### config.mk
export PLATFORM = sky130hd
export DESIGN_NAME = adel_imem_loader_flat
export DESIGN_NICKNAME = d
export VERILOG_FILES = /design/src/rtl/adel_loader_pkg.sv /design/src/rtl/adel_imem_loader_if.sv /design/src/rtl/adel_imem_rf.sv /design/src/rtl/adel_imem_loader.sv /design/src/flat_wrapper.sv
export SDC_FILE = /design/constraint.sdc
export NUM_CORES = 2
export LEC_CHECK = 0
export CORE_MARGIN = 8
export CORE_UTILIZATION = 55
export CTS_BUF_LIST = sky130_fd_sc_hd__clkbuf_2
export DETAILED_ROUTE_END_ITERATION = 16
export MAX_ROUTING_LAYER = met4
export PLACE_DENSITY_LB_ADDON = 0.15
export SKIP_LAST_GASP = 1
export SYNTH_ARGS = -nofsm -noshare
export SYNTH_HDL_FRONTEND = slang
export SYNTH_SLANG_ARGS = --single-unit
### constraint.sdc
create_clock -name clk -period 11.8 [get_ports clk]
set_input_delay 1.18 -clock clk [delete_from_list [all_inputs] [get_ports clk]]
set_output_delay 1.18 -clock clk [all_outputs]
set_load 0.005 [all_outputs]
### src/rtl/adel_loader_pkg.sv
// adel_loader_pkg: loader states, stream field widths and status-flag decode
package adel_loader_pkg;
  typedef enum logic [2:0] {IDLE, HDR, WORD, CSUM, RUN, ERR} ldr_state_e;
  localparam int HDR_BITS = 8;
  localparam int CSUM_BITS = 8;
  localparam int WORD_BITS = 16;
  function automatic logic [2:0] flags(ldr_state_e s);
    return {s == HDR || s == WORD || s == CSUM, s == RUN, s == ERR};
  endfunction
endpackage

### src/rtl/adel_imem_loader_if.sv
// adel_imem_loader_if: serial load stream, fetch port and status of the imem loader
interface adel_imem_loader_if #(parameter int AW = 8, parameter int DW = 16);
  logic start;
  logic sdi;
  logic sdi_valid;
  logic [AW-1:0] pc;
  logic [DW-1:0] inst;
  logic core_nrst;
  logic busy;
  logic done;
  logic err;
  logic [AW:0] nwords;
  modport master (output start, sdi, sdi_valid, pc, input inst, core_nrst, busy, done, err, nwords);
  modport slave (input start, sdi, sdi_valid, pc, output inst, core_nrst, busy, done, err, nwords);
endinterface

### src/rtl/adel_imem_rf.sv
// adel_imem_rf: 2**AW x DW register array, one sync write port, one async read port
module adel_imem_rf #(parameter int AW = 8, parameter int DW = 16) (
  input  logic          clk,
  input  logic          we,
  input  logic [AW-1:0] waddr,
  input  logic [DW-1:0] wdata,
  input  logic [AW-1:0] raddr,
  output logic [DW-1:0] rdata
);
  logic [DW-1:0] mem [2**AW];
  always_ff @(posedge clk) if (we) mem[waddr] <= wdata;
  assign rdata = mem[raddr];
endmodule

### src/rtl/adel_imem_loader.sv
// adel_imem_loader: serial boot loader into instruction memory, checksum gate on core reset
module adel_imem_loader
  import adel_loader_pkg::*;
#(parameter int AW = 8, parameter int DW = WORD_BITS) (
  input logic clk,
  input logic nrst,
  adel_imem_loader_if.slave bus
);
  localparam int CW = $clog2(DW);
  ldr_state_e state;
  logic [CW-1:0] bcnt;
  logic [DW-2:0] sh;
  logic [DW-1:0] sh_n, rdata;
  logic [CSUM_BITS-1:0] csum;
  logic [HDR_BITS-1:0] l;
  logic [AW-1:0] wptr;
  logic [AW:0] nwords;
  logic take, last, we, match, busy, done, err, core_nrst;
  assign sh_n = {sh, bus.sdi};
  assign l = sh_n[HDR_BITS-1:0];
  assign match = sh_n[CSUM_BITS-1:0] == csum;
  assign take = bus.sdi_valid && !bus.start && (state == HDR || state == WORD || state == CSUM);
  assign last = bcnt == CW'(state == WORD ? DW - 1 : state == HDR ? HDR_BITS - 1 : CSUM_BITS - 1);
  assign we = take && last && state == WORD;
  adel_imem_rf #(.AW(AW), .DW(DW)) u_rf (
    .clk(clk), .we(we), .waddr(wptr), .wdata(sh_n), .raddr(bus.pc), .rdata(rdata)
  );
  // stale words beyond the current session's count must never reach the core
  assign bus.inst = state == RUN && {1'b0, bus.pc} < nwords ? rdata : '0;
  assign bus.busy = busy;
  assign bus.done = done;
  assign bus.err = err;
  assign bus.core_nrst = core_nrst;
  assign bus.nwords = nwords;
  always_ff @(posedge clk or negedge nrst) begin
    if (!nrst) begin
      state <= IDLE;
      {busy, done, err} <= '0;
      core_nrst <= 1'b0;
      nwords <= '0;
      bcnt <= '0;
      sh <= '0;
      csum <= '0;
      wptr <= '0;
    end else begin
      core_nrst <= state == RUN;
      if (bus.start) begin
        state <= HDR;
        {busy, done, err} <= flags(HDR);
        bcnt <= '0;
        sh <= '0;
        csum <= '0;
        wptr <= '0;
      end else if (take) begin
        sh <= sh_n[DW-2:0];
        bcnt <= last ? '0 : bcnt + CW'(1);
        if (last) case (state)
          HDR: begin
            nwords <= l == '0 ? (AW+1)'(1 << AW) : (AW+1)'(l);
            csum <= l;
            wptr <= '0;
            state <= WORD;
            {busy, done, err} <= flags(WORD);
          end
          WORD: begin
            wptr <= wptr + AW'(1);
            csum <= csum ^ sh_n[DW-1 -: 8] ^ sh_n[7:0];
            if ({1'b0, wptr} + (AW+1)'(1) == nwords) begin
              state <= CSUM;
              {busy, done, err} <= flags(CSUM);
            end
          end
          CSUM: begin
            state <= match ? RUN : ERR;
            {busy, done, err} <= flags(match ? RUN : ERR);
          end
          default: ;
        endcase
      end
    end
  end
endmodule

### src/flat_wrapper.sv
// flat-port wrapper written by rule: the top's interface ports become plain ports
module adel_imem_loader_flat import adel_loader_pkg::*;
#(parameter int AW = 8, parameter int DW = WORD_BITS)
  (clk, nrst, bus_start, bus_sdi, bus_sdi_valid, bus_pc, bus_inst, bus_core_nrst, bus_busy, bus_done, bus_err, bus_nwords);
  adel_imem_loader_if #(.AW(AW), .DW(DW)) bus_i ();
  input logic clk;
  input logic nrst;
  input wire logic [$bits(bus_i.start)-1:0] bus_start;
  input wire logic [$bits(bus_i.sdi)-1:0] bus_sdi;
  input wire logic [$bits(bus_i.sdi_valid)-1:0] bus_sdi_valid;
  input wire logic [$bits(bus_i.pc)-1:0] bus_pc;
  output wire logic [$bits(bus_i.inst)-1:0] bus_inst;
  output wire logic [$bits(bus_i.core_nrst)-1:0] bus_core_nrst;
  output wire logic [$bits(bus_i.busy)-1:0] bus_busy;
  output wire logic [$bits(bus_i.done)-1:0] bus_done;
  output wire logic [$bits(bus_i.err)-1:0] bus_err;
  output wire logic [$bits(bus_i.nwords)-1:0] bus_nwords;
  assign bus_i.start = bus_start;
  assign bus_i.sdi = bus_sdi;
  assign bus_i.sdi_valid = bus_sdi_valid;
  assign bus_i.pc = bus_pc;
  assign bus_inst = bus_i.inst;
  assign bus_core_nrst = bus_i.core_nrst;
  assign bus_busy = bus_i.busy;
  assign bus_done = bus_i.done;
  assign bus_err = bus_i.err;
  assign bus_nwords = bus_i.nwords;
  adel_imem_loader #(.AW(AW), .DW(DW)) u_core (.clk(clk), .nrst(nrst), .bus(bus_i));
endmodule
# Word level (Yosys, flattened, before mapping)
# Memory sizes are Yosys's and may differ from the RTL's.
# Index checks and enable logic that the tools add are counted.
[op_classes]
n_addsub = 3
magnitude_cmp = 1
n_eq_ne = 13
n_mux = 38
bitwise = 3
n_reduce_logical = 18
[ops]
columns = ["op", "n"]
rows = [
  ["$mux W8", 6],
  ["$pmux W8 S2", 2],
  ["$mux W15", 2],
  ["$mux W16", 1],
  ["$mux W4", 4],
  ["$xor A8 B8 Y8", 2],
  ["$mux W1", 14],
  ["$eq A3 B2 Y1 const B", 4],
  ["$mux W3", 4],
  ["$add A8 B1 Y9 const B", 1],
  ["$eq A3 B3 Y1 const B", 3],
  ["$eq A9 B9 Y1", 1],
  ["$lt A8 B9 Y1", 1],
  ["$mux W9", 1],
  ["$pmux W1 S3", 3],
  ["$pmux W3 S3", 1],
  ["$add A8 B1 Y8 const B", 1],
  ["$eq A8 B8 Y1", 1],
  ["$logic_not A8 Y1", 1],
  ["$reduce_and A4 Y1", 2],
  ["$eq A3 B1 Y1 const B", 2],
  ["$logic_and A1 B1 Y1", 5],
  ["$add A4 B1 Y4 const B", 1],
  ["$eq A4 B4 Y1", 1],
  ["8 further kinds", 12],
]
[totals]
register_bits = 51
ram_bits = 4096
input_bits = 13
output_inout_bits = 29
n_memories = 1
[memory_table]
columns = ["memory", "words", "word_bits", "read_ports", "rd_ports_with_merged_regs", "write_ports", "line", "source"]
rows = [
  ["u_core.u_rf.mem", 256, 16, 1, 0, 1, "adel_imem_rf.sv:10", "logic [DW-1:0] mem [2**AW];"],
]

# Logic depth before layout (Yosys ltp)
[logic_depth]
word_depth = 9
depth_mapped = 14
ltp_nobuf = 8

# Modules after synthesis
# A second synthesis with hierarchy kept.
[hier_totals]
hier_cells = 7765
area_unflattened_um2 = 161822.7
[modules_own_cells]
columns = ["mod", "instances", "cells_each", "area_each_um2"]
rows = [
  ["adel_imem_rf", 1, 7344, 158394.4],
  ["adel_imem_loader", 1, 421, 3428.3],
]

# Least setup slack after synthesis
# OpenSTA, ideal clock, no wires.
[synth_path]
path_type = "input -> output"
from = "input bus_pc[1]"
to = "output bus_inst[10]"
t_arrival_ns = 3.467
required_ns = 10.620
setup_slack_ns = 7.153
path_stages = 12
path_buffers = 6
cell_sequence = "buf_2 > buf_4 > buf_2 > buf_2 > buf_2 > buf_1 > mux4_2 > a22oi_1 > nand3_1 > o211ai_1 > nand3_1 > a22o_1"
[synth_via]
elab_chain_len = 3
word_cells_on_any_way = 4
[synth_lines]
columns = ["item", "line", "source"]
rows = [
  ["start: declaration", "flat_wrapper.sv:11", "input wire logic [$bits(bus_i.pc)-1:0] bus_pc;"],
  ["parallel branches: the longest is 2 deep, another holds $mem_v2 Z256 W16", "n/a", ""],
  ["$mux W16 (*)", "adel_imem_loader.sv:29", "assign bus.inst = state == RUN && {1'b0, bus.pc} < nwords ? rdata : '0;"],
  ["end: declaration", "flat_wrapper.sv:12", "output wire logic [$bits(bus_i.inst)-1:0] bus_inst;"],
]
# Every way passes the cells marked *.

# Worst setup path in the final report
[layout_path]
from = "input bus_pc[1]"
to = "output bus_inst[12]"
# Same word-level chain as after synthesis.

==> out/metrics.yaml <==
hold_path:
  hp-class: "in -> reg"
  hold_path_depth: 4
  min-delay-start: "bus_start"
  min_to: "u_core.state[1]"
sta:
  fin_ws_ps: 3840
  finalSetupViolations: 0
  maxSlewViolCount: 19
  setup_tns_ps: 0
  hold_violations: 0
  rsz0062_at_grt: "no"
  worst_pin_slew_ps: 1580
  fmax_mhz: 126
  slew_headroom_pct: -5.65
  fin_worst_skew_ps: 227
  period_minus_slack_ps: 7960
  post-route-period-util_pct: 67.5
synthesis:
  synth-main-ff-cell: "edfxtp_1"
  synthTopCellsByCount: "4096 x edfxtp_1, 869 x mux2i_1, 599 x mux4_2"
  synth.distinct_cells: 74
  synth.avg_cell_area_um2: 19.8
  synth.area.top_cells: "edfxtp_1 76%, mux4_2 8.3%, mux2i_1 5.4%"
  synth_top_area_share_pct: 75.9
  synth_nets: 8199
  yosys.area.top_type: "edfxtp_1"
  yosysMostFrequentCell: "edfxtp_1"
  yosysSeqAreaShare_pct: 76.6
  synthCells: 8174
  ys_warn_count: 0
  synth_seq_cells: 4147
  async_reset_ff_share_pct: 1.23
  synth_enable_flop_cells: 4096
  synthesis.area_um2: 162000
cts:
  cts_sinks: 4147
  root_buffer: "clkbuf_2"
  numCtsBuffers: 1100
  cts_tree: "yes"
  insertion_delay_ps: 2140
  postCtsSetupRepairBufs: 0
  cts_resized: 0
  clkTransAtPathRegs_ps: 110
  cts_max_level: 7
  clk_path_buf_depth: 5
floorplanning:
  start_util_pct: 55.2
  ios: 42
  fp.dieArea_um2: 312000
  core_um2: 294000
  die_w_um: 559
  dieHeight_um: 559
  row_count: 199
place:
  portBuffers: 41
  hpwl_mm: 270
  place.gp.congestion: 0.895
  dp_slack_ps: 3890
critical_path:
  endpoint_kind: "output port"
  cp.required_ps: 10620
  worstSetupStartpointType: "input pin"
  critPathKind: "in -> out"
  r2r_cells: 9
  critPathMaxFanout: 47
  timing.rr.start: "u_core.state[2]"
  r2r-end: "u_core.u_rf.mem[220][1]"
  arrival_ps: 6780
  ff2ff_setup_slack_ps: 6690
routing:
  wirelength_mm: 471
  drc: 0
  ant_nets: 0
  drt_pass1_iterations: 8
  vias_per_cell: 6.55
  via_count: 90500
  avgRoutedWirePerCell_um: 34.1
  drt_iter0_drc: 12400
global_routing:
  grt_pass1_vias: 89900
  antenna_found_initial: 33
  gr-total-overflow: 0
  grt_max_degree: 201
  grt_use_total_pct: 30.5
  grt_pass1_wl_mm: 657
final_layout:
  fin_nets: 9268
  fillers: 21700
  drive_gt1_share_pct: 27.8
  area_growth_pct: 9.39
run_status:
  violations: "max-capacitance violations, max-slew violations"
  status: "finished, violations left"
run:
  maxCapViolCount: 3
power:
  p_leak_nw: 58.7
  peakVddDrop_v: 0.0000987
  power.density_nw_per_um2: 148
worst max-delay path: stages:
cell and delay [ps]:
buf_8 370, nor2b_4 760, buf_4 540, buf_4 550, a22oi_1 280, mux2i_1 180, o21ai_0 90, a211oi_1 1200
nand4_1 510, a22o_1 410, clkdlybuf4s50_1 490
metal layers:
metal	wire [µm]	share of wire, %	GRT usage (%)	vias up
li1	-	-	-	36800
met1	177000	38	39.8	46800
met2	219000	47	44.8	5939
met3	51600	11	8.08	1004
met4	22800	4.8	15.3	0
met5	0	0	-	-
flip-flops by register name (all words and copies together) (netlist names):
| register | count |
|---|---|
| u_core.bus.core_nrst | 1 |
| u_core.sh | 15 |
| u_core.u_rf.mem | 4096 |
| u_core.bcnt | 4 |
| u_core.bus.err | 1 |
| u_core.bus.nwords | 9 |
| u_core.state | 3 |
| u_core.bus.done | 1 |
| u_core.csum | 8 |
| u_core.wptr | 8 |
| u_core.bus.busy | 1 |
layout by cell type, fill, tap and decap left out, types with 50 or more instances in the layout:
master,n
a211oi_1,64
a21oi_1,160
a221o_1,115
a221oi_1,309
a22oi_1,70
buf_4,404
clkbuf_2,1519
clkinv_1,151
edfxtp_1,4096
mux2i_1,869
mux4_2,599
nand2_1,138
nand3_1,57
nor2_1,324
nor3_1,94
o21ai_0,232
o31ai_1,50
through the flow:
step	power, W	instances	hold slack (ps)	cell area [µm²]	util [%]
after floorplan	0.0169	8174	488	162000	-
after global placement	0.0173	12000	484	168000	57.4
after detailed placement	0.0173	12100	486	168000	57.4
after CTS	0.0265	13800	134	177000	60.4
after global routing	0.0272	13800	244	177000	60.4
final	0.0263	13800	443	177000	60.4
where the power goes:
| part | internal (W) | leakage [nW] | switching [W] | total (W) |
|---|---|---|---|---|
| clock | 0.00369 | 6.92 | 0.00559 | 0.00929 |
| sequential | 0.0159 | 37.6 | 0.00000917 | 0.0160 |
| combinational | 0.000311 | 14.1 | 0.000728 | 0.00104 |
| total | 0.0200 | 58.7 | 0.00633 | 0.0263 |
layout make-up:
| cell class | count | area (µm²) | share of cell area [%] |
|---|---|---|---|
| diodes | 33 | 82.6 | 0.0466 |
| clock buffers | 1519 | 7600 | 4.29 |
| clock inverters | 211 | 1180 | 0.664 |
| inverters | 19 | 88.8 | 0.0501 |
| multi-input cells | 3493 | 35100 | 19.8 |
| flip-flops and latches | 4147 | 124000 | 70.1 |
| well taps | 3919 | 4900 | 2.76 |
| repair buffers | 482 | 4110 | 2.32 |
repair_timing:
| item | 4_1_cts | 5_1_grt |
|---|---|---|
| hold buffers | 9 | 0 |
| setup endpoints to repair | 0 | 0 |
| hold endpoints to repair | 268 | 0 |
kinds of logic (layout without fill, tap and decap cells):
logic type | after synthesis | count (layout) | synth area share, %
simple gates | 824 | 824 | 2.30
mux | 1498 | 1498 | 13.9
other cells | 0 | 33 | 0
flops | 4147 | 4147 | 76.6
fa+ha+maj | 12 | 12 | 0.0926
xor+xnor | 20 | 20 | 0.108
compound gates | 1139 | 1139 | 5.11
buf+inv | 534 | 2231 | 1.86
how the worst max path moves through the flow:
| stage | to | cells past startpoint | slack (ps) | from |
|---|---|---|---|---|
| 4_1_cts | bus_inst[12] | 10 | 3910 | bus_pc[0] |
| 5_1_grt | bus_inst[12] | 11 | 3810 | bus_pc[0] |
| 6_report | bus_inst[12] | 11 | 3840 | bus_pc[1] |
| 2_1_floorplan | bus_inst[10] | 12 | 7150 | bus_pc[1] |
| 3_3_place_gp | bus_inst[12] | 10 | 3860 | bus_pc[0] |
| 3_5_place_dp | bus_inst[12] | 10 | 3890 | bus_pc[0] |
No activity file was read; power rests on OpenSTA's default activity.
